$ cat src/rtl/fetch_stage_if.sv
// fetch_stage_if: bus bundle between the fetch stage, instruction memory and decode.
//   imem_en/imem_addr -> instruction memory, imem_rdata <- (1-cycle read latency)
//   id_stall <- decode back-pressure
//   if_valid/if_inst/if_pc -> decode
// master: the fetch stage side. slave: the memory/decode side.
interface fetch_stage_if #(
  parameter int PC_W    = 25,
  parameter int IMEM_AW = 14,
  parameter int INST_W  = 128
);
  logic               imem_en;
  logic [IMEM_AW-1:0] imem_addr;
  logic [INST_W-1:0]  imem_rdata;
  logic               id_stall;
  logic               if_valid;
  logic [INST_W-1:0]  if_inst;
  logic [PC_W-1:0]    if_pc;

  modport master (
    output imem_en, imem_addr, if_valid, if_inst, if_pc,
    input  imem_rdata, id_stall
  );
  modport slave (
    input  imem_en, imem_addr, if_valid, if_inst, if_pc,
    output imem_rdata, id_stall
  );
endinterface

$ cat src/rtl/fetch_stage.sv
// fetch_stage: instruction fetch directly downstream of the PC.
// Issues one imem read per cycle while there is room, captures the read data a
// cycle later into an output register backed by a one-entry skid, so decode
// back-pressure never loses or duplicates a bundle. A redirect flushes all
// in-flight work and lets the PC load its new target.
// Ports:
//   clk, rst_n       clock, async active-low reset
//   pc_in            fetch address from the PC
//   pc_adv           PC advance/load enable
//   redirect         branch redirect, flushes the stage
//   bus (master)     imem read port + decode output (see fetch_stage_if)
//   perf_bubbles     cycles out of reset with if_valid=0   (FETCH_PERF_EN only)
//   perf_flushes     count of redirect cycles              (FETCH_PERF_EN only)
// Build option: define FETCH_PERF_EN to add the two performance counters.
module fetch_stage #(
  parameter int PC_W    = 25,
  parameter int IMEM_AW = 14,
  parameter int INST_W  = 128
) (
  input  logic            clk,
  input  logic            rst_n,
  input  logic [PC_W-1:0] pc_in,
  output logic            pc_adv,
  input  logic            redirect,
  fetch_stage_if.master   bus
`ifdef FETCH_PERF_EN
  ,
  output logic [31:0]     perf_bubbles,
  output logic [31:0]     perf_flushes
`endif
);

  typedef struct packed {
    logic              vld;
    logic [INST_W-1:0] inst;
    logic [PC_W-1:0]   pc;
  } ent_t;

  ent_t            out_q, out_d, skid_q, skid_d, resp;
  logic            req_vld_q, req_vld_d;
  logic [PC_W-1:0] req_pc_q, req_pc_d;
  logic [1:0]      occ;
  logic            deq, issue;

  always_comb begin
    occ   = 2'(out_q.vld) + 2'(skid_q.vld) + 2'(req_vld_q);
    deq   = out_q.vld & ~bus.id_stall;
    // deq implies out_q.vld, so occ - deq cannot underflow.
    issue = rst_n & ~redirect & ((occ - 2'(deq)) < 2'd2);

    resp.vld  = req_vld_q;
    resp.inst = bus.imem_rdata;
    resp.pc   = req_pc_q;

    req_vld_d = issue;
    req_pc_d  = pc_in;
    out_d     = out_q;
    skid_d    = skid_q;

    if (redirect) begin
      out_d.vld  = 1'b0;
      skid_d.vld = 1'b0;
    end else if (deq) begin
      if (skid_q.vld) begin
        // Skid is older than the returning response: it goes out first and
        // the response (if any) refills the skid.
        out_d = skid_q;
        if (resp.vld) skid_d = resp;
        else          skid_d.vld = 1'b0;
      end else if (resp.vld) begin
        out_d = resp;
      end else begin
        out_d.vld = 1'b0;
      end
    end else if (resp.vld) begin
      // Issue throttling guarantees the skid is free when out is held.
      if (!out_q.vld) out_d  = resp;
      else            skid_d = resp;
    end
  end

  always_ff @(posedge clk or negedge rst_n) begin
    if (!rst_n) begin
      out_q     <= '0;
      skid_q    <= '0;
      req_vld_q <= 1'b0;
      req_pc_q  <= '0;
    end else begin
      out_q     <= out_d;
      skid_q    <= skid_d;
      req_vld_q <= req_vld_d;
      req_pc_q  <= req_pc_d;
    end
  end

  // The PC must still load its target on redirect even though nothing issues.
  assign pc_adv        = rst_n & (issue | redirect);
  assign bus.imem_en   = issue;
  assign bus.imem_addr = pc_in[IMEM_AW-1:0];
  assign bus.if_valid  = out_q.vld;
  assign bus.if_inst   = out_q.inst;
  assign bus.if_pc     = out_q.pc;

`ifdef FETCH_PERF_EN
  logic [31:0] bub_q, bub_d, flush_q, flush_d;

  always_comb begin
    bub_d   = bub_q + 32'(~out_q.vld);
    flush_d = flush_q + 32'(redirect);
  end

  always_ff @(posedge clk or negedge rst_n) begin
    if (!rst_n) begin
      bub_q   <= '0;
      flush_q <= '0;
    end else begin
      bub_q   <= bub_d;
      flush_q <= flush_d;
    end
  end

  assign perf_bubbles = bub_q;
  assign perf_flushes = flush_q;
`endif

endmodule

$ cat src/flat_wrapper.sv
// flat-port wrapper written by rule: the top's interface ports become plain ports
module fetch_stage_flat 
#(
  parameter int PC_W    = 25,
  parameter int IMEM_AW = 14,
  parameter int INST_W  = 128
)
  (clk, rst_n, pc_in, pc_adv, redirect, bus_imem_en, bus_imem_addr, bus_if_valid, bus_if_inst, bus_if_pc, bus_imem_rdata, bus_id_stall);
  fetch_stage_if #(.PC_W(PC_W), .IMEM_AW(IMEM_AW), .INST_W(INST_W)) bus_i ();
  input  logic clk;
  input  logic rst_n;
  input  logic [PC_W-1:0] pc_in;
  output logic pc_adv;
  input  logic redirect;
  output wire logic [$bits(bus_i.imem_en)-1:0] bus_imem_en;
  output wire logic [$bits(bus_i.imem_addr)-1:0] bus_imem_addr;
  output wire logic [$bits(bus_i.if_valid)-1:0] bus_if_valid;
  output wire logic [$bits(bus_i.if_inst)-1:0] bus_if_inst;
  output wire logic [$bits(bus_i.if_pc)-1:0] bus_if_pc;
  input wire logic [$bits(bus_i.imem_rdata)-1:0] bus_imem_rdata;
  input wire logic [$bits(bus_i.id_stall)-1:0] bus_id_stall;
  assign bus_imem_en = bus_i.imem_en;
  assign bus_imem_addr = bus_i.imem_addr;
  assign bus_if_valid = bus_i.if_valid;
  assign bus_if_inst = bus_i.if_inst;
  assign bus_if_pc = bus_i.if_pc;
  assign bus_i.imem_rdata = bus_imem_rdata;
  assign bus_i.id_stall = bus_id_stall;
  fetch_stage #(.PC_W(PC_W), .IMEM_AW(IMEM_AW), .INST_W(INST_W)) u_core (.clk(clk), .rst_n(rst_n), .pc_in(pc_in), .pc_adv(pc_adv), .redirect(redirect), .bus(bus_i));
endmodule
$ cat config.mk
export PLATFORM = sky130hd
export DESIGN_NAME = fetch_stage_flat
export DESIGN_NICKNAME = d
export VERILOG_FILES = /design/src/rtl/fetch_stage_if.sv /design/src/rtl/fetch_stage.sv /design/src/flat_wrapper.sv
export SDC_FILE = /design/constraint.sdc
export NUM_CORES = 1
export LEC_CHECK = 0
export CAP_MARGIN = 30
export CORE_MARGIN = 2
export CORE_UTILIZATION = 50
export DETAILED_ROUTE_END_ITERATION = 6
export PLACE_DENSITY = 0.8
export SKIP_CTS_REPAIR_TIMING = 1
export SLEW_MARGIN = 20
export SYNTH_ARGS = -nofsm -noshare
export SYNTH_HDL_FRONTEND = slang
export SYNTH_SLANG_ARGS = --single-unit
$ cat constraint.sdc
create_clock -name clk -period 2.4 [get_ports clk]
set_input_delay 0.48 -clock clk [delete_from_list [all_inputs] [get_ports clk]]
set_output_delay 0.48 -clock clk [all_outputs]
set_load 0.05 [all_outputs]
* Word-level counts from Yosys, hierarchy flattened *
Cells that the tools add are included.

operators by class
  add/subtract/negate cells = 3
  eq/ne operators = 3
  bitwise operators = 7
  $lt $le $gt $ge = 1
  mux-type cells = 12
  reduce and logical (&&, ||, !) cells = 8

operators by type and width
  operator              number
  $mux W154             7
  $mux W153             2
  $reduce_bool A2 Y1    3
  $reduce_bool A3 Y1    2
  $reduce_and A5 Y1     1
  $and A1 B1 Y1         4
  $ne A2 B2 Y1 const B  2
  $reduce_and A4 Y1     1
  $mux W1               3
  $add A1 B1 Y2         1
  $add A2 B1 Y2         1
  $lt A2 B2 Y1 const B  1
  $ne A2 B1 Y1 const B  1
  $not A1 Y1            2
  $reduce_and A2 Y1     1
  $sub A2 B1 Y2         1
  $or A1 B1 Y1          1

word-level totals
  register bits = 334
  logic and storage cells = 42
  input bits = 157
  output and inout port bits = 170

* Logic depth before layout (Yosys ltp) *
Gate-level depths: netlist (run 1).

  depth in word-level cells = 7
  gate-level depth with buffers = 7
  mapped depth without buffers = 7

* Least setup slack after synthesis (run 1) *
No wires, ideal clock.

  path kind = register to output
  from = reg u_core.out_q, in the netlist u_core.bus.if_valid
  to = out bus_imem_en
  data required time = 1.920 ns
  slack = -0.935 ns
  arrival = 2.855 ns
  path buffers = 0
  cell stages (with the launch flop) = 8
  cells stage by stage = dfrtp_1 -> nor2b_1 -> ha_1 -> inv_1 -> ha_1 -> a21oi_1 -> xnor2_1 -> nor3b_1

on the way
  cells in the longest elaborated chain, start to end = 5
  elaborated cells between the ends (all ways) = 6
  classes of those cells = 3 x add/sub; 1 x order compare; 2 x bitwise

ends and longest elaborated chain
  what                    line                RTL
  start, declared         fetch_stage.sv:39   ent_t out_q, out_d, skid_q, skid_d, resp;
  start signal, assigned  fetch_stage.sv:89   out_q <= out_d;
  $add A1 B1 Y2           fetch_stage.sv:46   occ = 2'(out_q.vld) + 2'(skid_q.vld) + 2'(req_vld_q);
  $add A2 B1 Y2           fetch_stage.sv:46
  $sub A2 B1 Y2 *         fetch_stage.sv:49   issue = rst_n & ~redirect & ((occ - 2'(deq)) < 2'd2);
  $lt A2 B2 Y1 *          fetch_stage.sv:49
  $and A1 B1 Y1 *         fetch_stage.sv:49
  end, declared           flat_wrapper.sv:15  output wire logic [$bits(bus_i.imem_en)-1:0] bus_imem_en;

Every way passes the cells marked *; elsewhere a longest branch is shown, timed or not.

* Worst setup path in the final report (run 1) *
Ends and elaborated chain as after synthesis.

==> results.sh, run 1 <==
export IMPL_status="finished, violations left"
export IMPL_violations="negative setup slack"
export IMPL_drt_met1_wl_mm=12.56
export IMPL_place_congestion=0.7475
export IMPL_reg2reg_slack_ps=360
export IMPL_ant_nets=0
export IMPL_final_area_mm2=0.01930
export IMPL_route_detailed_drc=0
export IMPL_path_class="flip-flop to primary output"
export IMPL_initial_core_util_pct=50.63
export IMPL_reg2reg_depth=7
export IMPL_grt_pass1_vias=9208
export IMPL_routed_wl_met3_mm=1.846
export IMPL_p_int_mw=12.57
export IMPL_synth_area_mm2=0.01403
export IMPL_syn_num_nets=1037
export IMPL_num_nets_final=1392
export IMPL_required_ps=1920
export IMPL_grt_max_degree=176
export IMPL_max_stage_delay_ps=390
export IMPL_layout_setup_ws_ps=-314.0
export IMPL_yosysUniqueCellTypes=20
export IMPL_mostFrequentLayoutCells="mux2_2 (452), dfrtp_1 (333), clkdlybuf4s50_1 (307)"
export IMPL_power_switching_mw=6.426
export IMPL_fin_setup_tns_ps=-573.5
export IMPL_dieArea_mm2=0.02941
export IMPL_min_path_type="primary input to async pin"
export IMPL_firstDrtPassIters=4
export IMPL_place_area_mm2=0.01806
export IMPL_cts_sinks=334
export IMPL_synth_seq_area_share_pct=59.58
export IMPL_multi_input_comb_area_mm2=0.005378
export IMPL_via_per_inst=5.155
export IMPL_worstReg2RegStart="u_core.bus.if_valid$_DFFE_PN0P_"
export IMPL_max_freq_ghz=0.3685
export IMPL_max_slew_margin_pct=29.89
export IMPL_timing_rr_end="u_core.bus.if_pc[12]$_DFFE_PN0P_"
export IMPL_final_common_cell="mux2_2"
export IMPL_cts_tree="yes"
export IMPL_endpoint_kind="primary output"
export IMPL_slew_viol_final=0
export IMPL_synthToLayoutAreaGrowth_pct=37.58
export IMPL_netlist_instances=878
export IMPL_combPwrFrac_pct=32.2
export IMPL_period_share_pct=113.1
export IMPL_layout_cells_non_filler=1636
export IMPL_die_w_um=171.5
export IMPL_fill_cells=1888
export IMPL_rsz0062_at_grt="yes"
export IMPL_htree_levels=2
export IMPL_setup_viol_count_final=2
export IMPL_crit_path_start_kind="flip-flop"
export IMPL_min_period_ps=2714
export IMPL_core_area_mm2=0.02771
export IMPL_p_sw_share_pct=33.83
export IMPL_cts_buffers=37
export IMPL_rows=61
export IMPL_clock_latency_ps=510
export IMPL_grtUsageTotal_pct=21.09
export IMPL_dieHeight_um=171.5
export IMPL_highest_layer="met4"
export IMPL_powerDensity_mw_per_mm2=984.3
export IMPL_ir_drop_v=0.0007820
export IMPL_io_pin_count=327
export IMPL_power_frac_seq_pct=39.5
export IMPL_wl_mm=31.13
export IMPL_antenna_found_initial=1
export IMPL_grt_pass1_wl_mm=48.78
export IMPL_root_buffer="clkbuf_16"
export IMPL_cp_arrival_ps=2230
export IMPL_worstPathMaxFanout=2
export IMPL_ff_latch_area_mm2=0.008359
export IMPL_avgSynthCellArea_um2=15.98
export IMPL_finalCoreUtilization_pct=69.66
export IMPL_ys_ff_latch=334
export IMPL_slowest_stage="dfrtp_2"
export IMPL_wire_per_inst_um=19.03
export IMPL_wl_met2_mm=15.69
export IMPL_path_clk_slew_ps=60
export IMPL_portBuffers=326
export IMPL_dp_final_hpwl_mm=21.28
export IMPL_dp_cells=1569
export IMPL_drtIter0Drc=323
export IMPL_drive_above_1_share_pct=46.70
export IMPL_grt_ovfl_total=0
export IMPL_yosys_warnings=0
export IMPL_maxCapViolCount=0
export IMPL_worst_pin_slew_ps=1052
export IMPL_skew_ps=8.952
export IMPL_clockPowerShare_pct=28.4
export IMPL_route_vias_total=8434
export IMPL_leakage_nw=8.458
export IMPL_cts_buffer_depth=3
export IMPL_path_cells="nor2b_4, ha_4, inv_2, ha_4, a21oi_4, xnor2_2, nor3b_4, buf_12"
export IMPL_hold_viol=0
export IMPL_cp_common_cell="ha_4"
[sequential cells by signal, summed over array words and instances (netlist names)]
| name | cells |
|---|---|
| u_core.skid_q | 154 |
| u_core.bus.if_inst | 128 |
| u_core.bus.if_pc | 25 |
| u_core.req_pc_q | 25 |
| u_core.bus.if_valid | 1 |
| u_core.req_vld_q | 1 |
[metrics by stage]
step           total power [mW]  hold slack [ps]  setup slack (ps)
2_1_floorplan             11.34            184.4            -143.2
3_3_place_gp              13.56            328.0            -368.1
3_5_place_dp              13.70            328.9            -393.0
4_1_cts                   19.21           -221.8            -443.3
5_1_grt                   19.80            388.0            -380.8
6_report                  18.99            397.6            -314.0
[worst max path at each step]
stage | endpoint | slack [ps] | cells after the start | from
after floorplan | bus_imem_en | -140 | 7 | u_core.bus.if_valid$_DFFE_PN0P_
after global placement | bus_imem_en | -370 | 9 | bus_id_stall
after detailed placement | bus_imem_en | -390 | 9 | bus_id_stall
after CTS | bus_imem_en | -440 | 8 | u_core.bus.if_valid$_DFFE_PN0P_
after global routing | bus_imem_en | -380 | 8 | u_core.bus.if_valid$_DFFE_PN0P_
final | bus_imem_en | -310 | 8 | u_core.bus.if_valid$_DFFE_PN0P_
[area by class of cell]
class / instances / area share, %
sequential: 334 / 43.32
multi-input combinational: 476 / 27.87
timing repair buffer: 380 / 20.23
clock buffer: 57 / 5.874
tap: 378 / 2.451
clock inverter: 6 / 0.1751
inverter: 4 / 0.07780
antenna: 1 / 0.01297
[synth_stat cells, drive strengths merged]
cell type  instances  share of area (%)
o21ai              1              0.036
a21boi             1              0.054
nand2              1              0.027
nor3               1              0.071
xnor2              1              0.062
a21o               2               0.11
a21oi              4               0.14
buf               54                2.2
nor3b              1              0.054
nor2b              1              0.045
a211oi             1              0.089
nand3b             1              0.054
ha                 2               0.18
mux2             459                 37
clkbuf            10               0.29
inv                4               0.11
dfrtp            334                 60
[critical path, delay by kind of cell, from the launching register on]
kind	cells	cell delay [ps]
compound gates	1	60
xor+xnor	1	170
fa+ha+maj	2	510
buf+inv	2	210
flops	1	390
simple gates	2	370
[cell families after synthesis]
| family | after synthesis | synth area share [%] |
|---|---|---|
| buf+inv | 68 | 2.649 |
| mux | 459 | 36.85 |
| fa+ha+maj | 2 | 0.1784 |
| xor+xnor | 1 | 0.06245 |
| simple gates | 5 | 0.2498 |
| compound gates | 9 | 0.4281 |
| flops | 334 | 59.58 |
[power groups by stage]
stage	clock [mW]	sequential, mW	combinational, mW
detailed placement	0	7.58	6.13
CTS	5.55	7.51	6.15
global route	5.78	7.66	6.36
finish	5.39	7.50	6.11
floorplan	0	9.98	1.35
global placement	0	7.51	6.05
[per-layer routing]
| layer | vias to the layer above | track usage (%) |
|---|---|---|
| li1 | 3833 | - |
| met1 | 4314 | 25.96 |
| met2 | 227 | 35.92 |
| met3 | 60 | 5.315 |
| met4 | 0 | 7.885 |
| met5 | - | 0 |
Power figures use the tool's default switching activity.
==> inputs of run 2 (changes only) <==
--- a/config.mk
+++ b/config.mk
@@ -6,10 +6,12 @@
 export NUM_CORES = 1
 export LEC_CHECK = 0
 export CAP_MARGIN = 30
+export CELL_PAD_IN_SITES_DETAIL_PLACEMENT = 0
+export CELL_PAD_IN_SITES_GLOBAL_PLACEMENT = 1
 export CORE_MARGIN = 2
-export CORE_UTILIZATION = 50
+export CORE_UTILIZATION = 41
 export DETAILED_ROUTE_END_ITERATION = 6
-export PLACE_DENSITY = 0.8
+export PLACE_DENSITY_LB_ADDON = 0.1
 export SKIP_CTS_REPAIR_TIMING = 1
 export SLEW_MARGIN = 20
 export SYNTH_ARGS = -nofsm -noshare
==> constraint.sdc (replaced) <==
create_clock -name clk -period 2.4 [get_ports clk]
set_input_delay 0.48 -clock clk [delete_from_list [all_inputs] [get_ports clk]]
set_output_delay 0.48 -clock clk [all_outputs]
set_load 0.02 [all_outputs]
==> run 2 against run 1 <==
  * The flow still finishes with violations (negative setup slack)
  * Largest cell class unchanged
  * Sequential share of layout area decreased by 0.41 points
  * Non-clock buffer count rose by 2
  * Highest routed layer is now met5
  * Total power is 7.3% lower
  * Maximum frequency rose by 1.7%
  * Design area increased by 0.94%
  * Wire length rose by 2.1%
  * Setup slack better by 45 ps
  * Clock power rose by 6.7%
  * Core utilization down 12 points
  * Die area rose by 21%
  * Combinational power decreased by 28%
  * Clock-buffer cell count fell by 5
==> results.sh, run 2 (synthesis results as in run 1) <==
export IMPL_ant_nets=0
export IMPL_route_detailed_drc=0
export IMPL_max_slew_margin_pct=52.26
export IMPL_holdWs_ps=353.9
export IMPL_root_buffer="clkbuf_16"
export IMPL_clock_latency_ps=520
export IMPL_initial_core_util_pct=41.73
export IMPL_fin_setup_tns_ps=-443.8
export IMPL_path_cells="nor2b_4, ha_4, inv_2, ha_4, a21oi_4, xnor2_2, nor3b_2, buf_4"
export IMPL_slew_viol_final=0
export IMPL_synthToLayoutAreaGrowth_pct=38.87
export IMPL_firstDrtPassIters=4
export IMPL_path_clk_slew_ps=60
export IMPL_grtUsageTotal_pct=17.95
export IMPL_final_common_cell="mux2_2"
export IMPL_reg2reg_slack_ps=440
export IMPL_timing_rr_end="u_core.bus.if_inst[55]$_DFFE_PN0P_"
export IMPL_rsz0062_at_grt="yes"
export IMPL_crit_path_start_kind="flip-flop"
export IMPL_finalCoreUtilization_pct=57.95
export IMPL_dp_final_hpwl_mm=22.22
export IMPL_status="finished, violations left"
export IMPL_via_per_inst=4.871
export IMPL_maxCapViolCount=0
export IMPL_grt_max_degree=118
export IMPL_mostFrequentLayoutCells="mux2_2 (452), dfrtp_1 (334), clkdlybuf4s50_1 (322)"
export IMPL_fill_cells=2748
export IMPL_worstPathMaxFanout=2
export IMPL_powerDensity_mw_per_mm2=904.0
export IMPL_ff_latch_area_mm2=0.008358
export IMPL_max_freq_ghz=0.3747
export IMPL_num_nets_final=1395
export IMPL_place_congestion=0.7367
export IMPL_worstReg2RegStart="u_core.bus.if_valid$_DFFE_PN0P_"
export IMPL_antenna_found_initial=4
export IMPL_grt_ovfl_total=0
export IMPL_cp_common_cell="ha_4"
export IMPL_cts_tree="yes"
export IMPL_skew_ps=12.87
export IMPL_route_vias_total=8335
export IMPL_worst_pin_slew_ps=716.1
export IMPL_wire_per_inst_um=18.58
export IMPL_drtIter0Drc=205
export IMPL_core_area_mm2=0.03362
export IMPL_min_path_type="primary input to async pin"
export IMPL_max_stage_delay_ps=400
export IMPL_multi_input_comb_area_mm2=0.005368
export IMPL_cts_sinks=334
export IMPL_wl_mm=31.80
export IMPL_portBuffers=326
export IMPL_slowest_stage="dfrtp_1"
export IMPL_grt_pass1_wl_mm=50.82
export IMPL_die_w_um=189.0
export IMPL_reg2reg_depth=6
export IMPL_cts_buffer_depth=3
export IMPL_hold_viol=0
export IMPL_path_class="flip-flop to primary output"
export IMPL_leakage_nw=8.466
export IMPL_required_ps=1920
export IMPL_min_period_ps=2669
export IMPL_htree_levels=2
export IMPL_setup_viol_count_final=2
export IMPL_ir_drop_v=0.0005922
export IMPL_cts_buffers=38
export IMPL_drive_above_1_share_pct=45.96
export IMPL_cp_arrival_ps=2190
export IMPL_dieArea_mm2=0.03571
export IMPL_largest_register_ff_count=154
export IMPL_violations="negative setup slack"
export IMPL_io_pin_count=327
export IMPL_layout_setup_ws_ps=-268.5
export IMPL_rows=67
export IMPL_endpoint_kind="primary output"
export IMPL_dieHeight_um=189.0
export IMPL_top_register="u_core.skid_q"
export IMPL_period_share_pct=111.2
export IMPL_grt_pass1_vias=8895
## run 2: changes by cell type in the layout (fill, tap and decap cells not counted), moves of 3 or more
| cell | previous run | this run |
|---|---|---|
| clkbuf_1 | 9 | 5 |
| clkdlybuf4s50_1 | 307 | 322 |
| clkbuf_8 | 9 | 6 |
| buf_4 | 48 | 38 |
| clkinv_2 | 5 | 11 |
## run 2: cell type report
class                   count  area share, %
flip-flops and latches    334          42.91
multi-input cells         476          27.55
repair buffers            382          20.16
clock buffers              52          5.787
well taps                 448          2.878
clock inverters            14         0.6295
inverters                   4        0.07708
diodes                      1        0.01285
## run 2: worst max-delay path by stage
stage / startpoint / end / slack (ps) / cells after the start
global route: u_core.bus.if_valid$_DFFE_PN0P_ / bus_imem_en / -340 / 8
CTS: u_core.bus.if_valid$_DFFE_PN0P_ / bus_imem_en / -790 / 8
floorplan: u_core.bus.if_valid$_DFFE_PN0P_ / pc_adv / 50 / 7
detailed placement: bus_id_stall / bus_imem_en / -760 / 9
finish: u_core.bus.if_valid$_DFFE_PN0P_ / bus_imem_en / -270 / 8
global placement: bus_id_stall / bus_imem_en / -750 / 9
## run 2: routing by layer
metal | GRT usage, % | routed length, um
met2 | 28.70 | 15000
met3 | 5.820 | 2501
met1 | 23.60 | 13620
met5 | 0 | 21
met4 | 4.718 | 657
## run 2: through the flow
stage	std cells	worst slack [ps]	total power, mW	instance area (um^2)
detailed placement	1642	-756.9	12.01	18160
floorplan	878	46.93	9.658	14030
finish	1711	-268.5	17.61	19480
global placement	1642	-748.9	11.92	18160
global route	1711	-336.3	18.50	19480
CTS	1708	-792.7	17.88	19410
## run 2: power breakdown
part | internal (mW) | switching (mW) | leakage, nW | total, mW
logic | 2.48 | 1.93 | 3.68 | 4.41
registers | 6.86 | 0.586 | 4.16 | 7.45
clock network | 3.49 | 2.26 | 0.626 | 5.75
## run 2: worst max-delay path: cells and delay by family (launching register included)
kind | cells | cell delay [ps]
flops | 1 | 400
simple gates | 2 | 360
xor+xnor | 1 | 100
compound gates | 1 | 130
fa+ha+maj | 2 | 480
buf+inv | 2 | 210
==> inputs of run 3 (changes only) <==
--- a/config.mk
+++ b/config.mk
@@ -8,7 +8,7 @@
 export CAP_MARGIN = 30
 export CELL_PAD_IN_SITES_DETAIL_PLACEMENT = 0
 export CELL_PAD_IN_SITES_GLOBAL_PLACEMENT = 1
-export CORE_MARGIN = 2
+export CORE_MARGIN = 4
 export CORE_UTILIZATION = 41
 export DETAILED_ROUTE_END_ITERATION = 6
 export PLACE_DENSITY_LB_ADDON = 0.1
==> run 3 against run 2 <==
  * The run still ends with negative setup slack left
  * Clock skew is 3.2 ps higher
  * Flip-flop and latch count stayed put
  * Register-to-register slack worse by 80 ps
  * Wire length is 2.9% higher
  * Design area hardly changed
==> results.sh, run 3 (synthesis results as in run 1) <==
export IMPL_status="finished, violations left"
export IMPL_violations="negative setup slack"
export IMPL_largest_register_ff_count=154
export IMPL_required_ps=1920
export IMPL_slowest_stage="dfrtp_1"
export IMPL_slew_viol_final=0
export IMPL_ant_nets=0
export IMPL_dp_cells=1631
export IMPL_path_clk_slew_ps=60
export IMPL_grt_max_degree=162
export IMPL_holdWs_ps=372.8
export IMPL_grt_pass1_vias=8968
export IMPL_endpoint_kind="primary output"
export IMPL_powerDensity_mw_per_mm2=909.6
export IMPL_maxCapViolCount=0
export IMPL_cts_buffer_depth=3
export IMPL_final_common_cell="mux2_2"
export IMPL_path_class="flip-flop to primary output"
export IMPL_final_area_mm2=0.01946
export IMPL_skew_ps=16.07
export IMPL_worst_pin_slew_ps=922.8
export IMPL_io_pin_count=327
export IMPL_setup_viol_count_final=2
export IMPL_synthToLayoutAreaGrowth_pct=38.74
export IMPL_grt_ovfl_total=0
export IMPL_dp_final_hpwl_mm=22.50
export IMPL_cts_buffers=38
export IMPL_min_path_type="primary input to async pin"
export IMPL_fill_cells=2722
export IMPL_worstPathMaxFanout=2
export IMPL_wl_mm=32.71
export IMPL_grtUsageTotal_pct=17.27
export IMPL_p_total_mw=17.70
export IMPL_clock_latency_ps=520
export IMPL_grt_pass1_wl_mm=50.67
export IMPL_antenna_found_initial=4
export IMPL_dpl_worst_slack_ps=-790.3
export IMPL_initial_core_util_pct=41.73
export IMPL_cts_tree="yes"
export IMPL_num_nets_final=1385
export IMPL_root_buffer="clkbuf_16"
export IMPL_cp_common_cell="ha_4"
export IMPL_dieArea_mm2=0.03724
export IMPL_layout_cells_non_filler=1706
export IMPL_route_vias_total=8357
export IMPL_ir_drop_v=0.0007118
export IMPL_wire_per_inst_um=19.18
export IMPL_core_area_mm2=0.03362
export IMPL_min_period_ps=2668
export IMPL_max_stage_delay_ps=380
export IMPL_rsz0062_at_grt="yes"
export IMPL_firstDrtPassIters=4
export IMPL_hold_viol=0
export IMPL_place_area_mm2=0.01810
export IMPL_top_register="u_core.skid_q"
export IMPL_path_cells="nor2b_4, ha_4, inv_2, ha_4, a21oi_4, xnor2_2, nor3b_2, buf_4"
export IMPL_cts_sinks=334
export IMPL_via_per_inst=4.899
export IMPL_crit_path_start_kind="flip-flop"
export IMPL_htree_levels=2
export IMPL_period_share_pct=111.2
export IMPL_route_detailed_drc=0
export IMPL_layout_setup_ws_ps=-268.5
export IMPL_drive_above_1_share_pct=45.34
export IMPL_dieHeight_um=193.0
export IMPL_reg2reg_slack_ps=360
export IMPL_mostFrequentLayoutCells="mux2_2 (452), dfrtp_1 (334), clkdlybuf4s50_1 (322)"
export IMPL_die_w_um=193.0
export IMPL_cp_arrival_ps=2190
export IMPL_portBuffers=326
export IMPL_place_congestion=0.7561
export IMPL_drtIter0Drc=194
export IMPL_rows=67
export IMPL_leakage_nw=8.431
export IMPL_max_freq_ghz=0.3747
export IMPL_max_slew_margin_pct=38.48
## run 3: cell types whose count changed in the layout (fill, tap and decap cells not counted), sizes merged
cell / previous run / this run
buf: 58 / 48
diode: 1 / 3
inv: 4 / 5
clkbuf: 52 / 60
clkinv: 11 / 5
## run 3: power by group
group | internal (mW) | switching, mW
clock | 3.57 | 2.25
combinational | 2.48 | 1.92
sequential | 6.86 | 0.613
## run 3: final timing paths
check,startpoint,end,cells past startpoint
worst max-delay path,u_core.bus.if_valid$_DFFE_PN0P_,bus_imem_en,8
worst min-delay path,rst_n,u_core.req_vld_q$_DFF_PN0_,2
worst max register to register,u_core.bus.if_valid$_DFFE_PN0P_,u_core.bus.if_inst[98]$_DFFE_PN0P_,7
worst min register to register,u_core.skid_q[83]$_DFFE_PN0P_,u_core.skid_q[83]$_DFFE_PN0P_,1
max in group asynchronous,rst_n,u_core.skid_q[153]$_DFFE_PN0P_,4
min in group clk,pc_in[17],u_core.req_pc_q[17]$_DFF_PN0_,1
## run 3: area by class of cell
class	instances	area (um^2)	share of cell area, %
Inverter	4	15.01	0.07715
Tap cell	448	560.5	2.880
Antenna cell	3	7.507	0.03858
Clock inverter	9	101.3	0.5208
Sequential cell	334	8358	42.95
Multi-Input combinational cell	476	5368	27.58
Timing Repair Buffer	372	3876	19.92
Clock buffer	60	1175	6.037
## run 3: metrics by stage
| stage | TNS, ps | utilization [%] |
|---|---|---|
| floorplan | 0 | - |
| global placement | -15890 | 53.85 |
| detailed placement | -14090 | 53.85 |
| CTS | -1577 | 57.65 |
| global route | -607.7 | 57.89 |
| finish | -436.1 | 57.89 |
## run 3: worst max-delay path, delay by kind of cell (launching register included)
kind | cells | cell delay [ps]
buffers and inverters | 2 | 220
XOR/XNOR | 1 | 100
flip-flops | 1 | 380
AND/OR/NAND/NOR | 2 | 350
adder cells (fa/ha/maj) | 2 | 480
AO/OA/AOI/OAI | 1 | 140
## run 3: routing by layer
metal,global-route usage [%],part of all wire [%],vias up
met5,0,0.058,-
met4,4.793,2.5,4
met3,5.654,7.8,61
met2,27.83,48,215
met1,22.61,42,4233
li1,-,-,3844
